==> config.mk <==
export PLATFORM = sky130hd
export DESIGN_NAME = uart_rx
export DESIGN_NICKNAME = d
export VERILOG_FILES = /design/src/rtl/uart_rx_pkg.sv /design/src/rtl/uart_rx_sync.sv /design/src/rtl/uart_rx.sv
export SDC_FILE = /design/constraint.sdc
export NUM_CORES = 1
export LEC_CHECK = 0
export ABC_AREA = 1
export CAP_MARGIN = 20
export CORE_UTILIZATION = 25
export CTS_BUF_LIST = sky130_fd_sc_hd__clkbuf_16
export DETAILED_ROUTE_END_ITERATION = 8
export GPL_ROUTABILITY_DRIVEN = 0
export PLACE_DENSITY = 0.44
export SLEW_MARGIN = 30
export SYNTH_ARGS = -nofsm -noshare
export SYNTH_HDL_FRONTEND = slang
export SYNTH_SLANG_ARGS = --single-unit
export TNS_END_PERCENT = 100
==> constraint.sdc <==
create_clock -name clk -period 1.5 [get_ports clk]
set_input_delay 0.225 -clock clk [delete_from_list [all_inputs] [get_ports clk]]
set_output_delay 0.225 -clock clk [all_outputs]
set_load 0.05 [all_outputs]
==> src/rtl/uart_rx_pkg.sv <==
// Shared definitions for the UART receive engine: FSM state encoding,
// character width, data_bits encoding and default oversample ratio.
package uart_rx_pkg;

  localparam int UART_DATA_W = 8;
  localparam int DEFAULT_OSR = 16;

  typedef enum logic [2:0] {
    S_IDLE,
    S_START,
    S_DATA,
    S_PARITY,
    S_STOP1,
    S_STOP2
  } rx_state_t;

  // data_bits field: 0..3 selects 5..8 data bits
  typedef enum logic [1:0] {
    DB_5 = 2'd0,
    DB_6 = 2'd1,
    DB_7 = 2'd2,
    DB_8 = 2'd3
  } data_bits_t;

  // Index of the last data bit of a frame (4..7 for 5..8 bits)
  function automatic logic [2:0] last_bit_idx(input data_bits_t db);
    return {1'b1, db};
  endfunction

endpackage

==> src/rtl/uart_rx_sync.sv <==
// Multi-flop synchroniser for the asynchronous rxd line. The chain resets
// to 1 so that the line reads as idle while reset is released.
module uart_rx_sync #(
  parameter int SYNC_STAGES = 2
) (
  input  logic clk,
  input  logic rst_n,
  input  logic rxd,
  output logic rxs
);

  logic [SYNC_STAGES-1:0] sync_q;

  // Shift rxd through the synchroniser chain
  always_ff @(posedge clk or negedge rst_n) begin
    if (!rst_n) sync_q <= '1;
    else        sync_q <= {sync_q[SYNC_STAGES-2:0], rxd};
  end

  assign rxs = sync_q[SYNC_STAGES-1];

endmodule

==> src/rtl/uart_rx.sv <==
// UART receive engine: start detection, mid-bit sampling, parity and stop
// checks, one-entry valid/ready holding register and sticky error flags.
// Optional build macro UART_RX_MAJORITY_EN: each bit is the 2-of-3 majority
// of three consecutive ticks around mid-bit, decided on the last of them.
module uart_rx
  import uart_rx_pkg::*;
#(
  parameter int OSR         = DEFAULT_OSR,
  parameter int SYNC_STAGES = 2
) (
  input  logic                   clk,
  input  logic                   rst_n,
  input  logic                   rx_en,
  input  logic                   rx_data_sample,
  input  logic                   rxd,
  input  logic [1:0]             data_bits,
  input  logic                   parity_en,
  input  logic                   parity_odd,
  input  logic                   stop2,
  output logic [UART_DATA_W-1:0] rx_data,
  output logic                   rx_valid,
  input  logic                   rx_ready,
  output logic                   parity_err,
  output logic                   frame_err,
  output logic                   overrun_err,
  output logic                   break_det,
  input  logic                   err_clr,
  output logic                   busy
);

  localparam int CW = $clog2(OSR);
  localparam logic [CW-1:0] BIT_LAST = CW'(OSR - 1);

  logic                   rxs;
  logic                   tick;
  logic                   bit_val;
  logic                   at_dec;
  logic                   fin;
  logic                   accept;
  rx_state_t              state;
  logic [CW-1:0]          tick_cnt;
  logic [2:0]             bit_cnt;
  logic [UART_DATA_W-1:0] shreg;
  data_bits_t             db_r;
  logic                   pen_r;
  logic                   podd_r;
  logic                   st2_r;
  logic                   par_bad;
  logic                   frm_bad;
  logic                   all_zero;
  logic                   cmp_vld;
  logic [UART_DATA_W-1:0] cmp_data;
  logic                   cmp_par;
  logic                   cmp_frm;
  logic                   cmp_brk;

  uart_rx_sync #(.SYNC_STAGES(SYNC_STAGES)) u_sync (
    .clk   (clk),
    .rst_n (rst_n),
    .rxd   (rxd),
    .rxs   (rxs)
  );

  assign tick = rx_en & rx_data_sample;

`ifdef UART_RX_MAJORITY_EN
  // START decides two ticks past mid-bit so all three votes are in
  localparam logic [CW-1:0] START_DEC = CW'(OSR / 2 + 1);
  logic [1:0] maj_sh;

  // Keep the two previous tick samples of rxs for the majority vote
  always_ff @(posedge clk or negedge rst_n) begin
    if (!rst_n)    maj_sh <= 2'b11;
    else if (tick) maj_sh <= {maj_sh[0], rxs};
  end

  assign bit_val = (maj_sh[1] & maj_sh[0]) | (maj_sh[1] & rxs) | (maj_sh[0] & rxs);
`else
  localparam logic [CW-1:0] START_DEC = CW'(OSR / 2 - 1);
  assign bit_val = rxs;
`endif

  // START decides at half a bit; later bits decide one full bit later
  assign at_dec = tick && (tick_cnt == ((state == S_START) ? START_DEC : BIT_LAST));
  assign fin    = at_dec && (((state == S_STOP1) && !st2_r) || (state == S_STOP2));
  assign accept = rx_valid & rx_ready;
  assign busy   = (state != S_IDLE);

  // Receive FSM with tick/bit counters, shift register and frame marks
  always_ff @(posedge clk or negedge rst_n) begin
    if (!rst_n) begin
      state    <= S_IDLE;
      tick_cnt <= '0;
      bit_cnt  <= '0;
      shreg    <= '0;
      db_r     <= DB_8;
      pen_r    <= 1'b0;
      podd_r   <= 1'b0;
      st2_r    <= 1'b0;
      par_bad  <= 1'b0;
      frm_bad  <= 1'b0;
      all_zero <= 1'b0;
    end else if (!rx_en) begin
      state    <= S_IDLE;
      tick_cnt <= '0;
      bit_cnt  <= '0;
    end else if (tick) begin
      case (state)
        S_IDLE: begin
          if (!rxs) begin
            state    <= S_START;
            tick_cnt <= '0;
            bit_cnt  <= '0;
            shreg    <= '0;
            db_r     <= data_bits_t'(data_bits);
            pen_r    <= parity_en;
            podd_r   <= parity_odd;
            st2_r    <= stop2;
            par_bad  <= 1'b0;
            frm_bad  <= 1'b0;
            all_zero <= 1'b1;
          end
        end
        S_START: begin
          if (at_dec) begin
            tick_cnt <= '0;
            state    <= bit_val ? S_IDLE : S_DATA;
          end else begin
            tick_cnt <= tick_cnt + 1'b1;
          end
        end
        S_DATA: begin
          if (at_dec) begin
            tick_cnt       <= '0;
            shreg[bit_cnt] <= bit_val;
            if (bit_val) all_zero <= 1'b0;
            if (bit_cnt == last_bit_idx(db_r)) begin
              bit_cnt <= '0;
              state   <= pen_r ? S_PARITY : S_STOP1;
            end else begin
              bit_cnt <= bit_cnt + 1'b1;
            end
          end else begin
            tick_cnt <= tick_cnt + 1'b1;
          end
        end
        S_PARITY: begin
          if (at_dec) begin
            tick_cnt <= '0;
            if (bit_val != ((^shreg) ^ podd_r)) par_bad <= 1'b1;
            if (bit_val) all_zero <= 1'b0;
            state <= S_STOP1;
          end else begin
            tick_cnt <= tick_cnt + 1'b1;
          end
        end
        S_STOP1, S_STOP2: begin
          if (at_dec) begin
            tick_cnt <= '0;
            if (!bit_val) frm_bad <= 1'b1;
            else          all_zero <= 1'b0;
            state <= (state == S_STOP1 && st2_r) ? S_STOP2 : S_IDLE;
          end else begin
            tick_cnt <= tick_cnt + 1'b1;
          end
        end
        default: state <= S_IDLE;
      endcase
    end
  end

  // Capture the finished character and its marks, including the last stop sample
  always_ff @(posedge clk or negedge rst_n) begin
    if (!rst_n) begin
      cmp_vld  <= 1'b0;
      cmp_data <= '0;
      cmp_par  <= 1'b0;
      cmp_frm  <= 1'b0;
      cmp_brk  <= 1'b0;
    end else begin
      cmp_vld <= fin;
      if (fin) begin
        cmp_data <= shreg;
        cmp_par  <= par_bad;
        cmp_frm  <= frm_bad | ~bit_val;
        cmp_brk  <= all_zero & ~bit_val;
      end
    end
  end

  // Holding register handshake and sticky flags; a set event beats err_clr
  always_ff @(posedge clk or negedge rst_n) begin
    if (!rst_n) begin
      rx_data     <= '0;
      rx_valid    <= 1'b0;
      parity_err  <= 1'b0;
      frame_err   <= 1'b0;
      overrun_err <= 1'b0;
      break_det   <= 1'b0;
    end else begin
      if (cmp_vld) begin
        if (!rx_valid || accept) begin
          rx_data  <= cmp_data;
          rx_valid <= 1'b1;
        end
      end else if (accept) begin
        rx_valid <= 1'b0;
      end
      if (err_clr) begin
        parity_err  <= 1'b0;
        frame_err   <= 1'b0;
        overrun_err <= 1'b0;
        break_det   <= 1'b0;
      end
      if (cmp_vld) begin
        if (cmp_par)           parity_err  <= 1'b1;
        if (cmp_frm | cmp_brk) frame_err   <= 1'b1;
        if (cmp_brk)           break_det   <= 1'b1;
        if (rx_valid && !accept) overrun_err <= 1'b1;
      end
    end
  end

endmodule

## After elaboration in Yosys (flattened, before gate mapping)

Index checks and enable logic that the tools add are counted.

| word-level totals | value |
|---|---|
| bits in read-only memories | 0 |
| memories | 0 |
| bits in writable memories | 0 |
| logic and storage cells | 147 |
| output and inout bits | 14 |
| register bits after elaboration | 53 |
| latch bits | 0 |
| input bits | 12 |

| operators by class | value |
|---|---|
| shift-type cells | 0 |
| reductions and logical operators | 32 |
| divide/modulo/power cells | 0 |
| $mul | 0 |
| magnitude comparators | 2 |
| bitwise operators | 7 |
| eq/ne operators | 26 |
| add/subtract/negate cells | 2 |
| multiplexer cells | 55 |

Operator list:

| cell | number |
|---|---|
| $mux W3 | 15 |
| $mux W1 | 23 |
| $mux W4 | 5 |
| $ne A3 B3 Y1 const B | 6 |
| $reduce_and A6 Y1 | 3 |
| $mux W8 | 2 |
| $pmux W8 S2 | 1 |
| $pmux W3 S5 | 1 |
| $ne A2 B2 Y1 const B | 6 |
| $reduce_bool A2 Y1 | 5 |
| $bwmux W8 | 1 |
| $ne A2 B1 Y1 const B | 4 |
| $pmux W4 S2 | 1 |
| $reduce_and A4 Y1 | 2 |
| $reduce_xor A8 Y1 | 1 |
| $reduce_and A7 Y1 | 1 |
| $eq A3 B2 Y1 const B | 2 |
| $eq A3 B3 Y1 const B | 2 |
| $logic_and A1 B1 Y1 | 6 |
| $pmux W1 S2 | 3 |
| $pmux W3 S2 | 1 |
| $reduce_and A5 Y1 | 1 |
| $reduce_or A5 Y1 | 1 |
| $add A4 B1 Y4 const B | 1 |
| other kinds (23) | 30 |

## Longest topological paths before layout

| logic depth | value |
|---|---|
| depth in word-level cells | 8 |
| mapped depth | 10 |

## Modules after synthesis

From an unflattened synthesis, not the netlist that was laid out.

| second synthesis, totals | value |
|---|---|
| cell total of the unflattened synthesis | 334 |
| area total of the unflattened synthesis | 2737.6 um^2 |

Modules (own cells, without submodules):

| module | instances | sequential area each (um^2) | area each (um^2) | cells each |
|---|---|---|---|---|
| uart_rx | 1 | 1278.7 | 2685.1 | 332 |
| uart_rx_sync | 1 | 52.6 | 52.6 | 2 |

## Worst setup path before layout

No wires, ideal clock.

| timing | value |
|---|---|
| path type | register to register |
| start point | register state[0] |
| end point | register bit_cnt[0] |
| setup slack | -0.079 ns |
| required time | 1.417 ns |
| data arrival time | 1.497 ns |
| stages on the path, launching flop included | 9 |
| cells stage by stage | dfrtp_1 > buf_6 > nor3_4 > inv_2 > o21ai_4 > nand3_2 > nand2_2 > nand3_1 > o21ai_0 |

| on the way | value |
|---|---|
| word-level cells in the longest chain between the ends | 6 |
| elaborated cells on any way between the ends | 13 |
| those cells by class | eq/ne: 6; mux: 4; reduce/logical: 3 |

RTL lines:

| item | line | text |
|---|---|---|
| start, declared | uart_rx.sv:40 | `rx_state_t state;` |
| start signal, assigned | uart_rx.sv:127 | `state <= bit_val ? S_IDLE : S_DATA;` |
| start signal, assigned | uart_rx.sv:139 | `state <= pen_r ? S_PARITY : S_STOP1;` |
| start signal, assigned | uart_rx.sv:162 | `state <= (state == S_STOP1 && st2_r) ? S_STOP2 : S_IDLE;` |
| $eq A3 B1 Y1 | uart_rx.sv:84 | `assign at_dec = tick && (tick_cnt == ((state == S_START) ? START_DEC : BIT_LAST));` |
| $mux W4 | uart_rx.sv:84 |  |
| $eq A4 B4 Y1 | uart_rx.sv:84 |  |
| $logic_and A1 B1 Y1 | uart_rx.sv:84 |  |
| $ne A3 B3 Y1 (no source line) | -- |  |
| $reduce_and A4 Y1 (no source line) | -- |  |
| end signal, assigned | uart_rx.sv:141 | `bit_cnt <= bit_cnt + 1'b1;` |
| end, declared | uart_rx.sv:42 | `logic [2:0] bit_cnt;` |

Parallel ways exist; a longest one is shown, timed or not. The select of a mux whose other input is x is not followed.
A chain may end at the register's enable or synchronous reset.

## Worst setup path in the final report

| timing | value |
|---|---|
| start point | register state[0] |
| end point | output busy |

| on the way | value |
|---|---|
| word-level cells in the longest chain between the ends | 1 |

RTL lines:

| item | line | text |
|---|---|---|
| $reduce_bool A3 Y1 | uart_rx.sv:87 | `assign busy = (state != S_IDLE);` |
| end, declared | uart_rx.sv:28 | `output logic busy` |

No other way between the ends.

==> metrics.yaml <==
status: "finished, violations left"
violations: "negative setup slack"
synthAdderAreaFrac_pct: 0.9050
final_cell_area_um2: 3886
numPortBuffers: 25
core_area_um2: 10790
grt.total_usage_pct: 11.88
cts_num_sinks: 53
numPlacedInstances: 518
netlist_area_um2: 2765
fp.dieH_um: 107.2
root_buffer: "clkbuf_16"
antennaDiodeCount: 0
arrival_ns: 1.35
viasPerCell: 4.420
nets: 406
drcViolationCount: 0
synth_cell_type_count: 38
num_rows: 38
critPathRequiredTime_ns: 1.27
drt-initial-drc-count: 143
wl_per_cell_um: 11.76
setup_viol: 13
worstSetupPathType: "reg -> out"
finalClockSkew_ns: 0.007584
drive_gt1_share_pct: 33.33
vias: 2356
grt_pass1_wl_um: 10720
cts.clk_slew.worst_paths_ns: 0.07
end_kind: "output pin"
avgSynthCellArea_um2: 8.430
ir_drop_uv: 877.2
ant_nets: 0
start_util_pct: 25.62
worstSkewPairLatency_ns: 0.29
die_w_um: 107.2
post-route-period-util_pct: 104.8
max_freq_mhz: 636.4
worst_pin_slew_ns: 0.4871
cts_buffers: 5
postSynthCellCount: 328
grt_max_degree: 26
final_cells: 533
p_per_area_nw_per_um2: 1181
synth-simple-area-share_pct: 29.64
min_period_ns: 1.571
utilization_pct: 36.01
ys_seq_elements: 53
grt_pass1_vias: 2267
report.final.slew_viol_count: 0
tns_ns: -0.2518
setup_slack_ns: -0.07125
hold_slack_ns: 0.3398
synth_top_family_by_area: "simple AND/OR/NAND/NOR gates"
htreeDepth: 2
cp_max_fo: 2
synth_fp_nets: 342
holdCritPathClass: "in -> reg"
syn2layout_area_growth_pct: 40.54
p_leak_nw: 1.854
relSlewSlack_pct: 67.28
synthMuxAreaShare_pct: 3.258
dp_hpwl_um: 4693
cts_tree: "done"
firstDrtPassIters: 4
die_area_um2: 11490
routed_wl_um: 6269
antenna_found_initial: 0
r2r_slack_ns: -0.03
ios: 26
place_area_um2: 3450
yosysWarnings: 0
rsz0062_at_grt: "true"
max-cap-violations: 0
final_hold_viol_count: 0
grt_overflow_total: 0
yosys.area_share.xor_xnor_pct: 0.9502
clock_path_buffers: 2
synth_compound_area_share_pct: 9.367
startpoint_type: "register"
ys_seq_area_share_pct: 48.14
## flip-flops by register name (all words and copies together) (netlist names), 2 cells and up
register and cells:
db_r 2, tick_cnt 4, rx_data 8, cmp_data 8, shreg 8, u_sync.sync_q 2
state 3, bit_cnt 3
## stage by stage
step / power (mW) / setup slack [ns]
after floorplan: 2.482 / -0.02752
after global placement: 3.013 / -0.1748
after detailed placement: 3.036 / -0.2104
after CTS: 4.375 / -0.08828
after global routing: 4.869 / -0.1390
final: 4.588 / -0.07125
## cell usage in the layout (no fill, tap or decap), types with 8 or more instances in the layout
cell type | synthesis | final
buf_12 | 0 | 10
buf_4 | 1 | 34
buf_6 | 4 | 8
clkdlybuf4s50_1 | 0 | 10
dfrtp_1 | 49 | 47
inv_1 | 35 | 32
mux2_2 | 8 | 8
nand2_1 | 113 | 100
nand2_2 | 4 | 16
nand3_1 | 21 | 16
nand4_1 | 11 | 11
nor2_1 | 11 | 11
## layout make-up
type | count | area, um2
clock buffers | 5 | 125.1
clock inverters | 3 | 22.52
fillers | 1086 | 6907
inverters | 39 | 158.9
multi-input cells | 228 | 1395
flip-flops and latches | 53 | 1334
well taps | 140 | 175.2
repair buffers | 65 | 675.6
## logic make-up after synthesis
kind of cell    after synthesis
simple gates                177
flops                        53
buf+inv                      47
compound gates               38
mux                           8
xor+xnor                      3
fa+ha+maj                     2
## synthesized netlist by cell type (all sizes together)
cell       n  area share (%)
nand3     24             5.4
nor2      15             2.9
nand4     11             2.5
xor2       1            0.32
nand3b     1            0.27
o2111ai    8             2.5
a22oi      1            0.27
nor3       8             1.9
dfrtp     49              44
nand2    118              17
buf        6             2.1
ha         2            0.90
o211ai     1            0.27
inv       38             5.2
mux2       8             3.3
o21ai     22             4.8
dfstp      4             3.8
xnor2      2            0.63
a21oi      3            0.54
clkinv     1            0.14
o31ai      1            0.27
clkbuf     2            0.27
a22o       1            0.32
a32o       1            0.36
## metal layers
metal  track usage, %  up-vias  share of wire [%]
met4            4.599        0                1.5
li1                 -     1208                  -
met2            18.11       43                 45
met3            2.432        6                3.5
met5                0        -                  0
met1            16.41     1099                 50
## power breakdown
part | internal, mW | switching (mW)
logic | 0.830 | 0.897
clock network | 0.623 | 0.543
registers | 1.58 | 0.115
## worst max-delay path, stage by stage (launching register included)
cell and delay [ns]:
dfrtp_1 0.42, nor3_4 0.23, buf_12 0.14, inv_6 0.03, buf_6 0.10, buf_8 0.14
## path summary, 6_finish.rpt
kind	to	startpoint	depth (start not counted)
min in group asynchronous	tick_cnt[0]$_DFFE_PN0P_	rst_n	2
max	busy	state[0]$_DFFE_PN0P_	5
min	u_sync.sync_q[0]$_DFF_PN1_	rxd	1
max reg2reg	shreg[4]$_DFFE_PN0P_	state[0]$_DFFE_PN0P_	9
min reg2reg	u_sync.sync_q[1]$_DFF_PN1_	u_sync.sync_q[0]$_DFF_PN1_	0
max in group asynchronous	cmp_data[6]$_DFFE_PN0P_	rst_n	4
## timing repair
action | CTS | global route
endpoints found under the hold margin | 9 | 0
setup buffers | 4 | 2
pin swaps | 7 | 22
hold buffers | 1 | 0
setup endpoints to repair | 19 | 38
resized for setup | 12 | 44
Power figures use the tool's default switching activity.
